--- config.mk ---
export PLATFORM = sky130hd
export DESIGN_NAME = pwm_ramp_controller
export DESIGN_NICKNAME = d
export VERILOG_FILES = /design/src/rtl/pwm_ramp_controller.sv
export SDC_FILE = /design/constraint.sdc
export NUM_CORES = 1
export LEC_CHECK = 0
export CORE_MARGIN = 2
export CORE_UTILIZATION = 63
export DETAILED_ROUTE_END_ITERATION = 10
export GPL_TIMING_DRIVEN = 0
export HOLD_SLACK_MARGIN = 0.02
export PLACE_DENSITY_LB_ADDON = 0.12
export SLEW_MARGIN = 20
export SYNTH_ARGS = -nofsm -noshare
export SYNTH_HDL_FRONTEND = slang
export SYNTH_SLANG_ARGS = --single-unit
--- constraint.sdc ---
create_clock -name clk -period 9.1 [get_ports clk]
set_clock_uncertainty 0.15 [all_clocks]
set_input_delay 1.365 -clock clk [delete_from_list [all_inputs] [get_ports clk]]
set_output_delay 1.365 -clock clk [all_outputs]
set_load 0.005 [all_outputs]
--- src/rtl/pwm_ramp_controller.sv ---
// rtl/pwm_ramp_controller.sv - duty-cycle ramp sequencer between SPI duty register and PWM peripheral
module pwm_ramp_controller #(
  parameter int IVL_W  = 16,
  parameter int DUTY_W = 8
) (
  input  logic              clk,
  input  logic              rst_n,
  input  logic [DUTY_W-1:0] target_duty,
  input  logic              ramp_en,
  input  logic [IVL_W-1:0]  ramp_interval,
  input  logic [DUTY_W-1:0] step_size,
  output logic [DUTY_W-1:0] duty_out,
  output logic              busy,
  output logic              done
);

  typedef enum logic [1:0] {
    ST_IDLE = 2'd0,
    ST_UP   = 2'd1,
    ST_DOWN = 2'd2
  } state_t;

  state_t            r_state;
  logic [IVL_W-1:0]  r_cnt;
  logic [DUTY_W-1:0] r_duty;
  logic              r_busy;
  logic              r_done;

  // Interval 0 and step 0 both behave as 1.
  logic [IVL_W-1:0]  w_ivl_last;
  logic [DUTY_W-1:0] w_eff_step;
  logic              w_tick;
  logic [DUTY_W:0]   w_sum;
  logic [DUTY_W:0]   w_diff;
  logic [DUTY_W-1:0] w_up_next;
  logic [DUTY_W-1:0] w_dn_next;

  assign w_ivl_last = (ramp_interval == '0) ? '0 : (ramp_interval - IVL_W'(1));
  assign w_eff_step = (step_size == '0) ? DUTY_W'(1) : step_size;

  // Using >= means a shortened interval fires on the very next edge.
  assign w_tick = (r_cnt >= w_ivl_last);

  // One extra bit catches overflow/borrow so the step clamps at the target.
  assign w_sum     = {1'b0, r_duty} + {1'b0, w_eff_step};
  assign w_diff    = {1'b0, r_duty} - {1'b0, w_eff_step};
  assign w_up_next = (w_sum > {1'b0, target_duty}) ? target_duty : w_sum[DUTY_W-1:0];
  assign w_dn_next = (w_diff[DUTY_W] || (w_diff[DUTY_W-1:0] < target_duty))
                     ? target_duty : w_diff[DUTY_W-1:0];

  // Ramp state machine; all outputs registered alongside the state.
  always_ff @(posedge clk or negedge rst_n) begin
    if (!rst_n) begin
      r_state <= ST_IDLE;
      r_cnt   <= '0;
      r_duty  <= '0;
      r_busy  <= 1'b0;
      r_done  <= 1'b0;
    end else begin
      r_done <= 1'b0;
      if (!ramp_en) begin
        // Pass-through also aborts any ramp in flight without a done pulse.
        r_duty  <= target_duty;
        r_state <= ST_IDLE;
        r_cnt   <= '0;
        r_busy  <= 1'b0;
      end else begin
        case (r_state)
          ST_IDLE: begin
            r_cnt <= '0;
            if (target_duty > r_duty) begin
              r_state <= ST_UP;
              r_busy  <= 1'b1;
            end else if (target_duty < r_duty) begin
              r_state <= ST_DOWN;
              r_busy  <= 1'b1;
            end
          end
          ST_UP, ST_DOWN: begin
            if (!w_tick) begin
              r_cnt <= r_cnt + IVL_W'(1);
            end else begin
              r_cnt <= '0;
              // Direction is re-decided at every tick so a moved target reverses the ramp.
              if (target_duty > r_duty) begin
                r_duty <= w_up_next;
                if (w_up_next == target_duty) begin
                  r_state <= ST_IDLE;
                  r_busy  <= 1'b0;
                  r_done  <= 1'b1;
                end else begin
                  r_state <= ST_UP;
                end
              end else if (target_duty < r_duty) begin
                r_duty <= w_dn_next;
                if (w_dn_next == target_duty) begin
                  r_state <= ST_IDLE;
                  r_busy  <= 1'b0;
                  r_done  <= 1'b1;
                end else begin
                  r_state <= ST_DOWN;
                end
              end else begin
                // Target came back to the current duty between ticks.
                r_state <= ST_IDLE;
                r_busy  <= 1'b0;
                r_done  <= 1'b1;
              end
            end
          end
          default: begin
            r_state <= ST_IDLE;
            r_cnt   <= '0;
            r_busy  <= 1'b0;
          end
        endcase
      end
    end
  end

  assign duty_out = r_duty;
  assign busy     = r_busy;
  assign done     = r_done;

endmodule

======== After elaboration in Yosys (flattened, before gate mapping) ========
Index checks and enable logic that the tools add are counted.
operators by class
  add/sub/neg operators ................... 4
  $lt $le $gt $ge ......................... 5
  muxes and demuxes ....................... 37
  reductions and logical operators ........ 8
  equal/unequal tests ..................... 11
operators with widths
  operator                                                                 number
  16-bit 2-to-1 mux                                                        4
  8-bit 2-to-1 mux                                                         8
  16-bit by 1-bit adder with 16-bit output, second input constant          1
  8-bit == test                                                            2
  16-bit greater-or-equal comparator                                       1
  16-bit logical NOT                                                       1
  8-bit less-than comparator                                               2
  1-bit 2-to-1 mux                                                         16
  16-bit by 1-bit subtractor with 16-bit output, second input constant     1
  2-bit 2-to-1 mux                                                         7
  8-bit by 8-bit adder with 9-bit output                                   1
  9-bit by 8-bit greater-than comparator with 1-bit output                 1
  8-bit by 8-bit subtractor with 9-bit output                              1
  8-bit greater-than comparator                                            1
  8-bit logical NOT                                                        1
  4-bit inequality test, second input constant                             2
  5-bit inequality test, second input constant                             1
  2-bit by 1-bit inequality test with 1-bit output, second input constant  2
  2-bit case mux with 2 select lines                                       1
  4-bit AND reduction                                                      1
  3-bit by 1-bit inequality test with 1-bit output, second input constant  1
  3-bit inequality test, second input constant                             1
  3-bit AND reduction                                                      1
  2-bit by 1-bit == test with 1-bit output, second input constant          1
  6 further kinds                                                          6
storage, ports and cells
  bits in registers ....................... 28
  output and inout port bits .............. 10
  bits of input ports ..................... 35

======== Logic depth before layout (Yosys ltp) ========
Gate-level depths: netlist of run 1.
  depth in word-level cells ............... 13
  mapped depth ............................ 19

======== Worst setup path before layout of run 1 ========
Ideal clock, no wire load.
  kind .................................... input -> register
  start point ............................. input step_size[6]
  end point ............................... register r_duty[0], in the netlist duty_out[0]
  data arrival time ....................... 4.706 ns
  setup slack ............................. 4.123 ns
  setup time .............................. 0.121 ns
  cell stages on the path ................. 18
  required time ........................... 8.829 ns
  path through ............................ nor4_1 -> a41o_1 -> ha_1 -> inv_1 -> fa_1 -> a211o_1 -> and3_1 -> o21ai_0 -> a21oi_1 -> ha_1 -> a41o_1 -> a21oi_1 -> o21ai_0 -> a21o_1 -> a211o_1 -> o211ai_1 -> o21a_1 -> a21oi_1
between the ends
  word-level cells in the longest chain between the ends .. 11
ends and longest elaborated chain
  what                                         RTL line  text
  from (decl)                                  11        input logic [DUTY_W-1:0] step_size,
  8-bit logical NOT                            39        assign w_eff_step = (step_size == '0) ? DUTY_W'(1) : step_size;
  8-bit 2-to-1 mux *                           39
  8-bit by 8-bit subtractor with 9-bit output  46        assign w_diff = {1'b0, r_duty} - {1'b0, w_eff_step};
  8-bit less-than comparator                   48        assign w_dn_next = (w_diff[DUTY_W] || (w_diff[DUTY_W-1:0] < target_duty))
  1-bit logical OR                             48
  8-bit 2-to-1 mux                             49        ? target_duty : w_diff[DUTY_W-1:0];
  8-bit 2-to-1 mux                             94        end else if (target_duty < r_duty) begin
  8-bit 2-to-1 mux *                           85        if (target_duty > r_duty) begin
  8-bit 2-to-1 mux *                           80        if (!w_tick) begin
  8-bit 2-to-1 mux *                           68        case (r_state)
  8-bit 2-to-1 mux *                           61        if (!ramp_en) begin
  to (signal assigned)                         63        r_duty <= target_duty;
  to (signal assigned)                         86        r_duty <= w_up_next;
  to (signal assigned)                         95        r_duty <= w_dn_next;
  to (decl)                                    25        logic [DUTY_W-1:0] r_duty;
Every way passes the cells marked *; elsewhere a longest branch is shown, timed or not. The select of a mux whose other input is x is not followed.
A chain may end at the register's enable or synchronous reset.

======== Worst setup path in the final report of run 1 ========
  start point ............................. input ramp_interval[5]
  end point ............................... register r_duty[6], in the netlist duty_out[6]
between the ends
  word-level cells in the longest chain between the ends .. 5
ends and longest elaborated chain
  what                                                                                 RTL line  text
  from (decl)                                                                          10        input logic [IVL_W-1:0] ramp_interval,
  16-bit by 1-bit subtractor with 16-bit output or 16-bit logical NOT (tied branches)  38        assign w_ivl_last = (ramp_interval == '0) ? '0 : (ramp_interval - IVL_W'(1));
  16-bit 2-to-1 mux *                                                                  38
  16-bit greater-or-equal comparator *                                                 42        assign w_tick = (r_cnt >= w_ivl_last);
  2-bit by 1-bit inequality test with 1-bit output (no source line) *                  -
  3-bit AND reduction (no source line) *                                               -
Every way passes the cells marked *; elsewhere a longest branch is shown, timed or not.

==> flow_summary.toml, run 1 <==
[run_status]
status = "complete, no violations"

[sta]
finalCritPeriodShare = 0.670
setup_violations = 0
finalWorstSetupSlack_ps = 3010
hold_viol = 0
fin_hold_ws_ps = 364
fmaxAchievable_mhz = 164
max_slew_margin = 0.428
maxSlewViolCount = 0
setup_tns_ps = 0
worstMarginPinSlew_ps = 851
min_period_ps = 6090
rsz0062_at_grt = "false"

[cts]
cts_tree = "done"
clk_transition_reported_paths_ps = 90
clk_latency_ps = 270
cts_buffers = 3
cts_setup_buffers = 0
cts.sinks = 28
clockBufferDepth = 2
cts-root-buf = "clkbuf_8"
ctsHoldBuffers = 0
cts_resized = 0
htree_levels = 1

[grt]
grt_pass1_vias = 3663
met3_usage = 0.0815
grt_pass1_wl_mm = 18.1
grt_max_degree = 29
grt_remaining_overflow = 0
grt_usage = 0.320
top_usage_layer = "met2"
grt_use_met2 = 0.499
met1_usage = 0.461
antenna_found_initial = 0

[final_layout]
drive_above_1_share = 0.0370
diodes = 0
syn_to_final_growth_pct = 14.6
fillerInstances = 474
multi_input_area_um2 = 3000
fin_nets = 640
stdcell_area_um2 = 4490
final_cell_count_no_fill = 615
layout.area.seq_um2 = 701

[min_path]
hold_path_depth = 2
hold_path.class = "reg2reg"

[drt]
wl_per_cell_um = 17.8
drt_first_pass_iters = 5
viasPerCell = 6.43
drc = 0
num_vias = 3956
drt_iter0_drc = 481
ant_nets = 0
wirelength_mm = 11.0

[logic_synthesis]
yosys_warnings = 0
avgSynthCellArea_um2 = 7.95
yosysSeqAreaShare = 0.179
synth_edf_count = 0
synth_cell_types = 67
async_reset_ff_frac = 1.00
synth_area_um2 = 3920
syn_inst = 493
synth_seq_cells = 28
syn-num-nets = 591
synth_ff_type = "dfrtp_1"

[pwr]
switching_share = 0.512
ir_worst_vdd_mv = 0.177
comb_power_share = 0.776
p_switching_uw = 567
p_leak_uw = 0.00210
intPower_uw = 540
power_frac_seq = 0.164
p_per_area_nw_per_um2 = 246
clkPwrFrac = 0.061

[placement]
dp_cells = 612
placed_area_um2 = 4450
gp_congestion = 0.994
portBuffers = 44
hpwl_mm = 9.14
preCtsSetupSlack_ps = 2820

[die]
core_um2 = 5960
num_rows = 28
die_area_um2 = 6870
start_util = 0.658
pin_count = 45
fp.dieW_um = 82.9
die_y_um = 82.9

[critical_path]
slowest_delay_ps = 680
slowest_stage = "nor4_1"
cp.arrival_ps = 6070
path_class = "in2reg"
end_kind = "flop"
crit_path_start_kind = "input pin"
cp_data_required_time_ps = 9080
cp_max_fo = 10
rr_worst_depth = 16
path_cells = "clkdlybuf4s50_1, or4_1, nor4_1, nand3_1, clkbuf_1, nand2_1, ha_1, a21oi_1, o21bai_1, a211oi_1, o311a_1, o21bai_1, a31o_2, clkbuf_1, nor2_1, a31oi_1"

[flow_run]
maxCapViolCount = 0
==> worst paths after layout <==
check	startpoint	end	slack, ps
setup / recovery	ramp_interval[5]	duty_out[6]	3010
hold / removal	r_state[0]	r_state[0]	360
setup reg to reg	duty_out[3]	duty_out[6]	4670
hold reg to reg	r_state[0]	r_state[0]	360
max in group asynchronous	rst_n	duty_out[0]	7430
min in group asynchronous	rst_n	duty_out[5]	950
==> sequential cells by signal (all words and copies together), names as in the netlist <==
| register | count |
|---|---|
| busy | 1 |
| done | 1 |
| duty_out | 8 |
| r_cnt | 16 |
| r_state | 2 |
==> area by class of cell <==
class / instances / share of cell area
plain buffers: 15 / 0.0150
clock buffers: 3 / 0.00919
inverters: 40 / 0.0334
multi-input cells: 410 / 0.668
flip-flops and latches: 28 / 0.156
well taps: 75 / 0.0209
repair buffers: 44 / 0.0970
==> cell usage after synthesis (all sizes together), types with 5 or more instances <==
| cell | count | area, um2 |
|---|---|---|
| ha | 61 | 763 |
| nor2 | 50 | 190 |
| inv | 40 | 150 |
| nand2 | 35 | 131 |
| a21oi | 29 | 145 |
| dfrtp | 28 | 701 |
| xor2 | 25 | 219 |
| xnor2 | 23 | 201 |
| a21o | 15 | 113 |
| nor3 | 15 | 75.1 |
| o21ai | 13 | 68.8 |
| a31oi | 12 | 75.1 |
| clkbuf | 12 | 46.3 |
| nand4 | 12 | 75.1 |
| nor4 | 11 | 68.8 |
| nand2b | 10 | 62.6 |
| nand3 | 9 | 45.0 |
| a211oi | 7 | 57.6 |
| nor2b | 7 | 51.3 |
| a211o | 5 | 43.8 |
| or2 | 5 | 31.3 |
==> cell usage in the layout (no fill, tap or decap), types with 12 or more instances in the layout <==
master,Yosys,final
nor3_1,15,15
nand2_1,35,35
xnor2_1,23,23
a31oi_1,12,12
xor2_1,25,25
a21oi_1,29,29
nor2_1,49,49
a21o_1,15,15
nand4_1,12,12
inv_1,40,40
dfrtp_1,28,28
clkdlybuf4s50_1,0,43
ha_1,61,61
==> power groups by stage <==
stage | clock network (uW) | logic (uW) | registers, uW
final | 67.2 | 858 | 181
after detailed placement | 0 | 830 | 184
after global placement | 0 | 814 | 181
after floorplan | 0 | 603 | 176
after CTS | 69.8 | 836 | 181
after global routing | 75.5 | 944 | 185
==> metal layers <==
| layer | up-vias | routed length, um |
|---|---|---|
| li1 | 1891 | - |
| met1 | 1865 | 4940 |
| met2 | 186 | 4880 |
| met3 | 14 | 1040 |
| met4 | 0 | 114 |
| met5 | - | 0 |
==> kinds of logic (layout without fill, tap and decap cells) <==
family | Yosys count | after routing | share of synthesized area
XOR/XNOR | 48 | 48 | 0.107
flip-flops | 28 | 28 | 0.179
multiplexers | 7 | 7 | 0.0192
buffers and inverters | 55 | 102 | 0.0555
AO/OA/AOI/OAI | 124 | 124 | 0.223
adder cells (fa/ha/maj) | 63 | 63 | 0.205
AND/OR/NAND/NOR | 168 | 168 | 0.212
==> critical path, delay by kind of cell <==
family,cells,cell delay (ps)
AOI/OAI and AO/OA,7,1480
adders and majority gates,1,250
buffers and inverters,3,1050
and+or+nand+nor,5,1900
==> per-stage QoR <==
stage | total power (uW) | util
after floorplan | 779 | -
after global placement | 995 | 0.748
after detailed placement | 1010 | 0.747
after CTS | 1090 | 0.754
after global routing | 1200 | 0.754
final | 1110 | 0.754
Note: power is estimated with default switching activity, not from simulation.
==> run 2: changes to the inputs <==
CORE_UTILIZATION = 58   (was 63)
clock period = 6.2 ns   (was 9.1 ns; I/O delays follow)
==> flow_summary.toml, run 2 (synthesis results as in run 1) <==
[drt]
drc = 0
wl_per_cell_um = 17.7
drt_iter0_drc = 271
viasPerCell = 6.28
wirelength_mm = 11.0
drt_first_pass_iters = 5
ant_nets = 0
num_vias = 3879

[grt]
met3_usage = 0.0429
antenna_found_initial = 0
top_usage_layer = "met1"
grt_use_met2 = 0.452
grt_pass1_wl_mm = 17.8
grt_usage = 0.300
grt_max_degree = 29
grt_remaining_overflow = 0
met1_usage = 0.467
grt_pass1_vias = 3582

[final_layout]
largest_reg_flops = 16
final_common_cell = "ha_1"
syn_to_final_growth_pct = 15.0
drive_above_1_share = 0.0388
utilization = 0.698
final_cell_mix = "ha_1, nor2_1, clkdlybuf4s50_1, inv_1, nand2_1"
fin_nets = 640
diodes = 0
regMostFlops = "r_cnt"

[cts]
cts.sinks = 28
clockBufferDepth = 2
clk_transition_reported_paths_ps = 100
cts_buffers = 3
cts_setup_buffers = 0
clk_latency_ps = 280
ctsHoldBuffers = 0
htree_levels = 1
cts_tree = "done"
cts_resized = 0
cts-root-buf = "clkbuf_8"

[critical_path]
path_cells = "clkdlybuf4s50_1, nor4_1, a41o_1, ha_1, fa_1, nand2b_1, a211oi_1, nor2_1, nor2_1, nor2_1, xnor2_1, ha_1, a22oi_1, o211ai_1, a31oi_1, o32ai_1, or2_2, nor3_1, a32oi_1, a31oi_1"
slowest_delay_ps = 540
r2r_end = "duty_out[3]"
regToRegSetupSlack_ps = 1690
path_class = "in2reg"
cp_data_required_time_ps = 6250
crit_top_cell = "nor2_1"
cp_max_fo = 4
end_kind = "flop"
cp.arrival_ps = 5780
slowest_stage = "clkdlybuf4s50_1"
crit_path_start_kind = "input pin"
rr_worst_depth = 16
reg2reg_from = "duty_out[3]"

[sta]
hold_viol = 0
finalWorstSetupSlack_ps = 466
maxSlewViolCount = 0
rsz0062_at_grt = "false"
setup_tns_ps = 0
setup_violations = 0
worstMarginPinSlew_ps = 926
finalCritPeriodShare = 0.925
fmaxAchievable_mhz = 174
max_slew_margin = 0.377
min_period_ps = 5730

[die]
die_area_um2 = 7430
core_um2 = 6460
start_util = 0.607
pin_count = 45
fp.dieW_um = 86.2
die_y_um = 86.2
num_rows = 29

[min_path]
hold_end = "r_state[1]"
worstHoldStart = "r_state[1]"
hold_path.class = "reg2reg"
hold_path_depth = 2

[pwr]
comb_power_share = 0.769
p_per_area_nw_per_um2 = 366
ir_worst_vdd_mv = 0.206
switching_share = 0.511
power_frac_seq = 0.162
intPower_uw = 805
p_leak_uw = 0.00211
clkPwrFrac = 0.069
p_switching_uw = 843

[placement]
preCtsSetupSlack_ps = 302
hpwl_mm = 9.05
portBuffers = 44
gp_congestion = 0.999

[run_status]
status = "complete, no violations"

[flow_run]
maxCapViolCount = 0
## run 2: cell type report
type / instances / area (um2)
multi-input cells: 410 / 3000
fillers: 538 / 1950
flip-flops and latches: 28 / 701
repair buffers: 44 / 435
inverters: 40 / 150
well taps: 77 / 96.3
plain buffers: 15 / 67.6
clock buffers: 4 / 55.1
## run 2: power groups by stage
stage	sequential, uW	combinational, uW	clock [uW]
after CTS	267	1230	121
after detailed placement	270	1220	0
after global placement	267	1210	0
after floorplan	258	885	0
final	267	1270	114
after global routing	272	1390	126
## run 2: how the worst max path moves through the flow
| stage | start | end | slack (ps) | cells after the start |
|---|---|---|---|---|
| 2_1_floorplan | step_size[6] | duty_out[0] | 1660 | 18 |
| 3_3_place_gp | step_size[1] | duty_out[2] | 330 | 20 |
| 3_5_place_dp | step_size[1] | duty_out[3] | 300 | 19 |
| 4_1_cts | step_size[1] | duty_out[3] | 600 | 19 |
| 5_1_grt | step_size[1] | duty_out[3] | 210 | 19 |
| 6_report | step_size[1] | duty_out[3] | 470 | 20 |
## run 2: metal layers
layer,share of wire,vias up
met2,0.43,158
met3,0.069,16
li1,-,1896
met5,0,-
met1,0.49,1809
met4,0.011,0
## run 2: critical path: cells and delay by family
| kind | cells | cell delay (ps) |
|---|---|---|
| AO/OA/AOI/OAI | 8 | 1800 |
| XOR/XNOR | 1 | 220 |
| adder cells (fa/ha/maj) | 3 | 750 |
| buffers and inverters | 1 | 540 |
| AND/OR/NAND/NOR | 7 | 1530 |
## run 2: stage by stage
step                power [uW]  hold WS (ps)  cells  cell area (um2)
floorplan                 1140           319    493             3920
global placement          1480           337    614             4460
detailed placement        1490           346    614             4450
CTS                       1620           372    618             4510
global route              1780           414    618             4510
finish                    1650           366    618             4510
